==> src/rtl/seg_pkg.sv <==
// ---------------------------------------------------------------------------
// seg_pkg
// Shared definitions for the 7-segment scan display path:
//   - SEG_TABLE : 16-entry active-low {g,f,e,d,c,b,a} patterns for hex 0..F
//   - SEG_OFF   : all segments dark
//   - AN_OFF    : all anodes disabled (active-low)
//   - scan_state_e : scan controller states
// ---------------------------------------------------------------------------
package seg_pkg;

    localparam logic [6:0] SEG_OFF = 7'h7F;
    localparam logic [3:0] AN_OFF  = 4'hF;

    // Packed so that SEG_TABLE[n] is the pattern for hex digit n
    // (entries listed from F down to 0).
    localparam logic [15:0][6:0] SEG_TABLE = {
        7'h0E, 7'h06, 7'h21, 7'h46,   // F E d C
        7'h03, 7'h08, 7'h10, 7'h00,   // b A 9 8
        7'h78, 7'h02, 7'h12, 7'h19,   // 7 6 5 4
        7'h30, 7'h24, 7'h79, 7'h40    // 3 2 1 0
    };

    typedef enum logic [1:0] {
        ST_IDLE  = 2'd0,
        ST_BLANK = 2'd1,
        ST_ON    = 2'd2
    } scan_state_e;

endpackage : seg_pkg

==> src/rtl/seg7_decode.sv <==
// ---------------------------------------------------------------------------
// seg7_decode
// Purely combinational hex to 7-segment decoder, active-low outputs.
// Ports:
//   digit : 4-bit hex value
//   seg   : 7-bit segment pattern {g,f,e,d,c,b,a}, 0 = segment lit
// ---------------------------------------------------------------------------
module seg7_decode
    import seg_pkg::*;
(
    input  logic [3:0] digit,
    output logic [6:0] seg
);

    // Table lookup; every 4-bit code has an entry so no fallback is needed.
    always_comb begin
        seg = SEG_OFF;
        seg = SEG_TABLE[digit];
    end

endmodule : seg7_decode

==> src/rtl/seg_scan_driver.sv <==
// ---------------------------------------------------------------------------
// seg_scan_driver
// Time-multiplexed scan controller for a 4-digit common-anode 7-segment
// display. Each digit slot lasts SCAN_DIV cycles: the first BLANK_CYCLES
// keep every anode off (dead time against ghosting, and it hides the
// one-cycle decode latency), the remainder drive the selected anode.
// All outputs are registered.
// Ports:
//   CLK, RST_N  : clock, asynchronous active-low reset
//   EN          : scan enable, 0 = display dark and scan restarts at slot 0
//   DIGIT_IN    : digit chosen by the external 4:1 mux from SEL (same cycle)
//   DP_MASK     : per-digit decimal point enable
//   BLANK_MASK  : per-digit forced-dark (leading-zero blanking)
//   SEL         : digit select to the external mux
//   AN          : anode enables, active-low
//   SEG         : segments {g,f,e,d,c,b,a}, active-low
//   DP          : decimal point, active-low
// ---------------------------------------------------------------------------
module seg_scan_driver
    import seg_pkg::*;
#(
    parameter int SCAN_DIV     = 100000,
    parameter int BLANK_CYCLES = 1000
) (
    input  logic       CLK,
    input  logic       RST_N,
    input  logic       EN,
    input  logic [3:0] DIGIT_IN,
    input  logic [3:0] DP_MASK,
    input  logic [3:0] BLANK_MASK,
    output logic [1:0] SEL,
    output logic [3:0] AN,
    output logic [6:0] SEG,
    output logic       DP
);

    localparam int CW = $clog2(SCAN_DIV);
    localparam logic [CW-1:0] CNT_BLANK_LAST = CW'(BLANK_CYCLES - 1);
    localparam logic [CW-1:0] CNT_SLOT_LAST  = CW'(SCAN_DIV - 1);
    localparam logic [CW-1:0] CNT_ZERO       = CW'(0);
    localparam logic [CW-1:0] CNT_ONE        = CW'(1);

    scan_state_e   state_r;
    logic [CW-1:0] cnt_r;
    logic [1:0]    sel_r;
    logic [3:0]    an_r;
    logic [6:0]    seg_r;
    logic          dp_r;

    logic [6:0]    seg_dec_s;
    logic [3:0]    an_on_s;
    logic          dp_on_s;

    seg7_decode u_decode (
        .digit (DIGIT_IN),
        .seg   (seg_dec_s)
    );

    // Anode and decimal-point values for the current slot while it is lit.
    always_comb begin
        an_on_s = AN_OFF;
        if (BLANK_MASK[sel_r]) begin
            an_on_s = AN_OFF;
        end else begin
            an_on_s = ~(4'b0001 << sel_r);
        end
        dp_on_s = ~DP_MASK[sel_r];
    end

    // Scan FSM: slot counter, digit select and registered display outputs.
    // Outputs are loaded with the value belonging to the next state so that
    // AN is low for exactly the ON portion of each slot.
    always_ff @(posedge CLK or negedge RST_N) begin
        if (!RST_N) begin
            state_r <= ST_IDLE;
            cnt_r   <= CNT_ZERO;
            sel_r   <= 2'd0;
            an_r    <= AN_OFF;
            seg_r   <= SEG_OFF;
            dp_r    <= 1'b1;
        end else if (!EN) begin
            state_r <= ST_IDLE;
            cnt_r   <= CNT_ZERO;
            sel_r   <= 2'd0;
            an_r    <= AN_OFF;
            seg_r   <= SEG_OFF;
            dp_r    <= 1'b1;
        end else begin
            case (state_r)
                ST_IDLE: begin
                    state_r <= ST_BLANK;
                    cnt_r   <= CNT_ZERO;
                    sel_r   <= 2'd0;
                    an_r    <= AN_OFF;
                    seg_r   <= SEG_OFF;
                    dp_r    <= 1'b1;
                end
                ST_BLANK: begin
                    // SEG tracks the new digit during dead time so it is
                    // already settled when the anode turns on.
                    seg_r <= seg_dec_s;
                    cnt_r <= cnt_r + CNT_ONE;
                    if (cnt_r == CNT_BLANK_LAST) begin
                        state_r <= ST_ON;
                        an_r    <= an_on_s;
                        dp_r    <= dp_on_s;
                    end else begin
                        state_r <= ST_BLANK;
                        an_r    <= AN_OFF;
                        dp_r    <= 1'b1;
                    end
                end
                ST_ON: begin
                    seg_r <= seg_dec_s;
                    if (cnt_r == CNT_SLOT_LAST) begin
                        state_r <= ST_BLANK;
                        cnt_r   <= CNT_ZERO;
                        sel_r   <= sel_r + 2'd1;
                        an_r    <= AN_OFF;
                        dp_r    <= 1'b1;
                    end else begin
                        state_r <= ST_ON;
                        cnt_r   <= cnt_r + CNT_ONE;
                        an_r    <= an_on_s;
                        dp_r    <= dp_on_s;
                    end
                end
                default: begin
                    state_r <= ST_IDLE;
                    cnt_r   <= CNT_ZERO;
                    sel_r   <= 2'd0;
                    an_r    <= AN_OFF;
                    seg_r   <= SEG_OFF;
                    dp_r    <= 1'b1;
                end
            endcase
        end
    end

    assign SEL = sel_r;
    assign AN  = an_r;
    assign SEG = seg_r;
    assign DP  = dp_r;

endmodule : seg_scan_driver
==> config.mk <==
export PLATFORM = sky130hd
export DESIGN_NAME = seg_scan_driver
export DESIGN_NICKNAME = d
export VERILOG_FILES = /design/src/rtl/seg_pkg.sv /design/src/rtl/seg7_decode.sv /design/src/rtl/seg_scan_driver.sv
export SDC_FILE = /design/constraint.sdc
export NUM_CORES = 1
export LEC_CHECK = 0
export BUFFER_PORTS_ARGS = -buffer_cell sky130_fd_sc_hd__buf_2
export CORE_ASPECT_RATIO = 0.7
export CORE_MARGIN = 2
export CORE_UTILIZATION = 50
export DETAILED_ROUTE_END_ITERATION = 6
export GPL_TIMING_DRIVEN = 0
export PLACE_DENSITY_LB_ADDON = 0.25
export RECOVER_POWER = 100
export SLEW_MARGIN = 20
export SYNTH_ARGS = -nofsm -noshare
export SYNTH_HDL_FRONTEND = slang
export SYNTH_SLANG_ARGS = --single-unit
==> constraint.sdc <==
create_clock -name CLK -period 4.2 [get_ports CLK]
set_input_delay 0.84 -clock CLK [delete_from_list [all_inputs] [get_ports CLK]]
set_output_delay 0.84 -clock CLK [all_outputs]
set_load 0.005 [all_outputs]
# After elaboration in Yosys (flattened, before gate mapping)
# Memories as Yosys holds them, arrays and structs flattened.
# Index checks and enable logic that the tools add are counted.
# op_classes
bitwise_logic	2
eq_ne	6
reduce_logical	3
n_addsub	2
n_lt_le_gt_ge	2
mux	26
n_shift	1
# ops
op	n
$mux W17	2
$pmux W17 S2	1
$mux W7	3
$add A17 B1 Y17 const B	1
$eq A17 B10 Y1 const B	1
$eq A17 B17 Y1 const B	1
$mux W4	4
$mux W2	5
$pmux W4 S2	1
$pmux W2 S3	1
$lt A4 B5 Y1 const B	1
$mux W1	5
$bmux W1 S2	2
$not A4 Y4	1
$pmux W2 S2	1
$shl A1 B2 Y4 const A	1
$lt A2 B3 Y1 const B	1
$ne A3 B3 Y1 const B	1
$add A2 B1 Y2 const B	1
$eq A2 B1 Y1 const B	1
$eq A2 B2 Y1 const B	1
$logic_not A2 Y1	1
$ne A2 B2 Y1 const B	1
$pmux W1 S2	1
other kinds (3)	3
# word_totals
out_inout_bits	14
romBits	112
elab_cells	49
mem_count	1
regBits	33
inputBits	15
# mem_list
name	words	width	read_ports	rd_ports_with_merged_regs	wr	line	text
(no name shown)	16	7	1	0	0	seg7_decode.sv:18	seg = SEG_TABLE[digit];

# Depth between registers and ports, before layout
# depth
word_depth	6
ltp_mapped	6
depth_no_buf	6

# Modules after synthesis
# A second synthesis with hierarchy kept.
# unflattened
cells_unflattened	211
area_unflattened_um2	2164.6
# modules_own_cells
module	area_each_um2	cells_per_inst	instances
seg_scan_driver	1889.3	179	1
seg7_decode	275.3	32	1

# Worst setup path before layout
# Ideal clock, no wire load.
# synth_timing
kind	register -> register
from	register cnt_r[5]
to	register cnt_r[12]
arrival_ns	1.886
n_path_buf	2
setup_time_ns	0.119
setup_slack_ns	2.195
required_time_ns	4.081
path_stages_with_launch	7
path_cell_list	dfrtp_1 > clkbuf_1 > or4bb_1 > o41a_1 > o21ai_4 > buf_4 > nor2_1
# synth_via
elab_chain_len	4
word_cells_on_any_way	5
# synth_lines
element	line	text
start: declaration	seg_scan_driver.sv:44	logic [CW-1:0] cnt_r;
start signal: assignment	seg_scan_driver.sv:102	cnt_r <= cnt_r + CNT_ONE;
start signal: assignment	seg_scan_driver.sv:123	cnt_r <= cnt_r + CNT_ONE;
$add A17 B1 Y17 or $eq A17 B17 Y1 (tied branches)	seg_scan_driver.sv:102, seg_scan_driver.sv:123, seg_scan_driver.sv:115	
$mux W17	seg_scan_driver.sv:115	if (cnt_r == CNT_SLOT_LAST) begin
$pmux W17 S2 (*)	seg_scan_driver.sv:89	case (state_r)
$mux W17 (*)	seg_scan_driver.sv:81	end else if (!EN) begin
# Every way passes the cells marked *; elsewhere a longest branch is shown, timed or not.
# A chain may end at the register's enable or synchronous reset.

# Worst setup path after layout
# layout_timing
from	register cnt_r[0]
to	register cnt_r[8]
# Same word-level chain as after synthesis.

==> results.toml <==
[clocking]
clk_latency_ns = 0.28
cts_root_buf = "clkbuf_8"
htreeDepth = 2
clk_pin_slew_ns = 0.07
ctsLongestPathBuffers = 2
post_cts_buffers = 0
cts_tree = "done"
cts_sinks = 33
cts_resized = 0
cts_buffers = 5
cts_hold_buf = 0

[global_routing]
grt_overflow = 0
grt_pass1_wl_um = 6860
grt_start_max_net_pins = 34
grt_pass1_vias = 1457
grt_usage_pct = 19.6
antenna_found_initial = 0

[logic_synthesis]
synth_top_area_share_pct = 26.3
synth.net_count = 229
synthArstFlopShare_pct = 100
synth_top_family_by_area = "simple AND/OR/NAND/NOR gates"
seq_area_frac_synth_pct = 42.1
synthCells = 199
synth_edf_count = 0
yosys_warnings = 0
muxShareOfSynthArea_pct = 5.33
yosys.area_share.xor_xnor_pct = 6.58
synthAdderAreaFrac_pct = 9.40
synth_top_area_cell = "dfrtp_1"
synth_area_leaders = "dfrtp_1, dfstp_2, ha_1"
synthDistinctLibCells = 43
synth_compound_area_share_pct = 9.97
syn_area_per_cell_um2 = 10.0
synth_area_mm2 = 0.00200
synthSimpleGateAreaFrac_pct = 22.6
synth_ff_type = "dfrtp_1"
synth-seq-cells = 33

[worst_setup_path]
end_kind = "flip-flop"
timing.rr.end = "cnt_r[8]$_DFF_PN0_"
path_max_fanout = 10
critPathKind = "flip-flop to flip-flop"
start_kind = "flip-flop"
arrival_ns = 3.09
r2r-start = "cnt_r[0]$_DFF_PN0_"
required_ns = 4.34
rr_worst_depth = 6
timing.reg2reg.setup_slack_ns = 1.25

[die]
chipWidth_um = 79.5
die_area_mm2 = 0.00452
core_area_mm2 = 0.00387
initial_core_util_pct = 51.5
die_h_um = 56.9
ios = 29
row_count = 19

[route]
dr.pass1.iters = 4
wl_met1_um = 2060
routed_via_density = 5.49
routed_wl_um = 3920
ant_nets = 0
route.detailed.drc = 0
post_drt_wl_per_cell_um = 13.7
drtIter0Drc = 75
dr_wl_met3_um = 202
routed-wl-met2_um = 1640
vias = 1569
dr.max_layer_used = "met4"

[pwr]
ir_worst_vdd_uv = 213
power_w = 0.000653
p_leak_nw = 0.926
p_per_area_mw_per_mm2 = 289

[sta]
whs_ns = 0.583
fin_crit_sh_pct = 70.2
max_freq_ghz = 0.339
setup_ws_ns = 1.25
slew_violations = 34
timing_worst_slew_pin_value_ns = 1.71
fin_skew_ns = 0.00551
period_minus_slack_ns = 2.95
setup_viol = 0
grt_setup_unrepaired = "false"
slew_headroom_pct = -13.8
fin_tns_setup_ns = 0
hold_viol_final = 0

[place]
gp_congestion = 0.915
numPortBuffers = 27
hpwlAfterDp_um = 2910
pre_cts_ws_ns = 1.95

[final_layout]
num_antenna_cells = 0
syn_to_final_growth_pct = 13.3
layout_common_cells = "nor2_1, dfrtp_1, buf_2"
final_common_cell = "nor2_1"
nets = 263
drive_gt1_share_pct = 20.1

[worst_hold_path]
min_from = "cnt_r[13]$_DFF_PN0_"
min_to = "cnt_r[13]$_DFF_PN0_"
hp-class = "flip-flop to flip-flop"
whs_path_depth = 2

[flow_run]
maxCapViolations = 1

[run_status]
status = "finished with violations"
violations = "max-capacitance violations, max-slew violations"
[where the power goes]
| group | leakage, nW | total [W] | internal [W] | switching [W] |
|---|---|---|---|---|
| Clock | 0.0542 | 0.000259 | 0.000148 | 0.000111 |
| Sequential | 0.418 | 0.000334 | 0.000330 | 0.00000342 |
| Combinational | 0.454 | 0.0000603 | 0.0000230 | 0.0000373 |
| Total | 0.926 | 0.000653 | 0.000501 | 0.000152 |
[state kept, by name, summed over array words and instances (netlist names)]
name / flops
SEL: 2
AN: 4
state_r: 2
SEG: 7
DP: 1
cnt_r: 17
[synth_stat cells (2+ instances only)]
cell type,instances
a21oi_1,4
a221o_1,2
a31oi_1,3
and3_1,5
and4_1,2
buf_1,2
clkbuf_1,4
dfrtp_1,21
dfstp_2,12
ha_1,15
inv_1,12
mux2_2,3
mux2i_1,5
nand2_1,5
nand2b_1,4
nand3_1,14
nand4_1,8
nor2_1,24
nor2b_1,2
nor3_1,2
nor4_1,5
o211ai_1,2
o21ai_0,6
o2bb2ai_1,4
or4bb_1,2
xnor2_1,9
xor2_1,6
[metal layers]
metal	up-vias	global-route usage, %
li1	780	-
met4	0	4.43
met5	-	0
met1	750	29.9
met2	37	27.4
met3	2	5.63
[worst max-delay path, cell delays in order (launching register included)]
cell      delay (ns)
dfrtp_1         0.48
ha_1            0.29
nand4_1         0.28
o41a_1          0.50
o21ai_0         0.70
clkbuf_1        0.44
nor2_1          0.11
[how the worst max path moves through the flow]
stage                                   from                  end  slack, ns
after floorplan           cnt_r[5]$_DFF_PN0_  cnt_r[12]$_DFF_PN0_       2.20
after global placement    cnt_r[0]$_DFF_PN0_  cnt_r[10]$_DFF_PN0_       1.99
after detailed placement  cnt_r[0]$_DFF_PN0_   cnt_r[8]$_DFF_PN0_       1.95
after CTS                 cnt_r[0]$_DFF_PN0_   cnt_r[8]$_DFF_PN0_       1.92
after global routing      cnt_r[0]$_DFF_PN0_  cnt_r[15]$_DFF_PN0_       0.96
final                     cnt_r[0]$_DFF_PN0_   cnt_r[8]$_DFF_PN0_       1.25
[per-stage QoR]
stage | utilization [%] | instance area (um2) | cells
after global placement | 56.7 | 2200 | 278
final | 58.3 | 2260 | 286
after global routing | 58.3 | 2260 | 286
after CTS | 59.3 | 2300 | 286
after detailed placement | 56.7 | 2200 | 278
after floorplan | - | 2000 | 199
[kinds of logic (layout without fill, tap and decap cells)]
group,count (synthesis),after routing
buf+inv,20,55
xor+xnor,15,15
compound gates,27,27
fa+ha+maj,15,15
flops,33,33
mux,9,9
simple gates,80,80
[final cells by class]
type	count	area, um2
clock inverters	1	5.00
fillers	354	1610
inverters	12	45.0
multi-input cells	146	1050
well taps	52	65.1
repair buffers	27	126
flip-flops and latches	33	841
plain buffers	8	31.3
clock buffers	7	96.3
No activity file was read; power rests on OpenSTA's default activity.
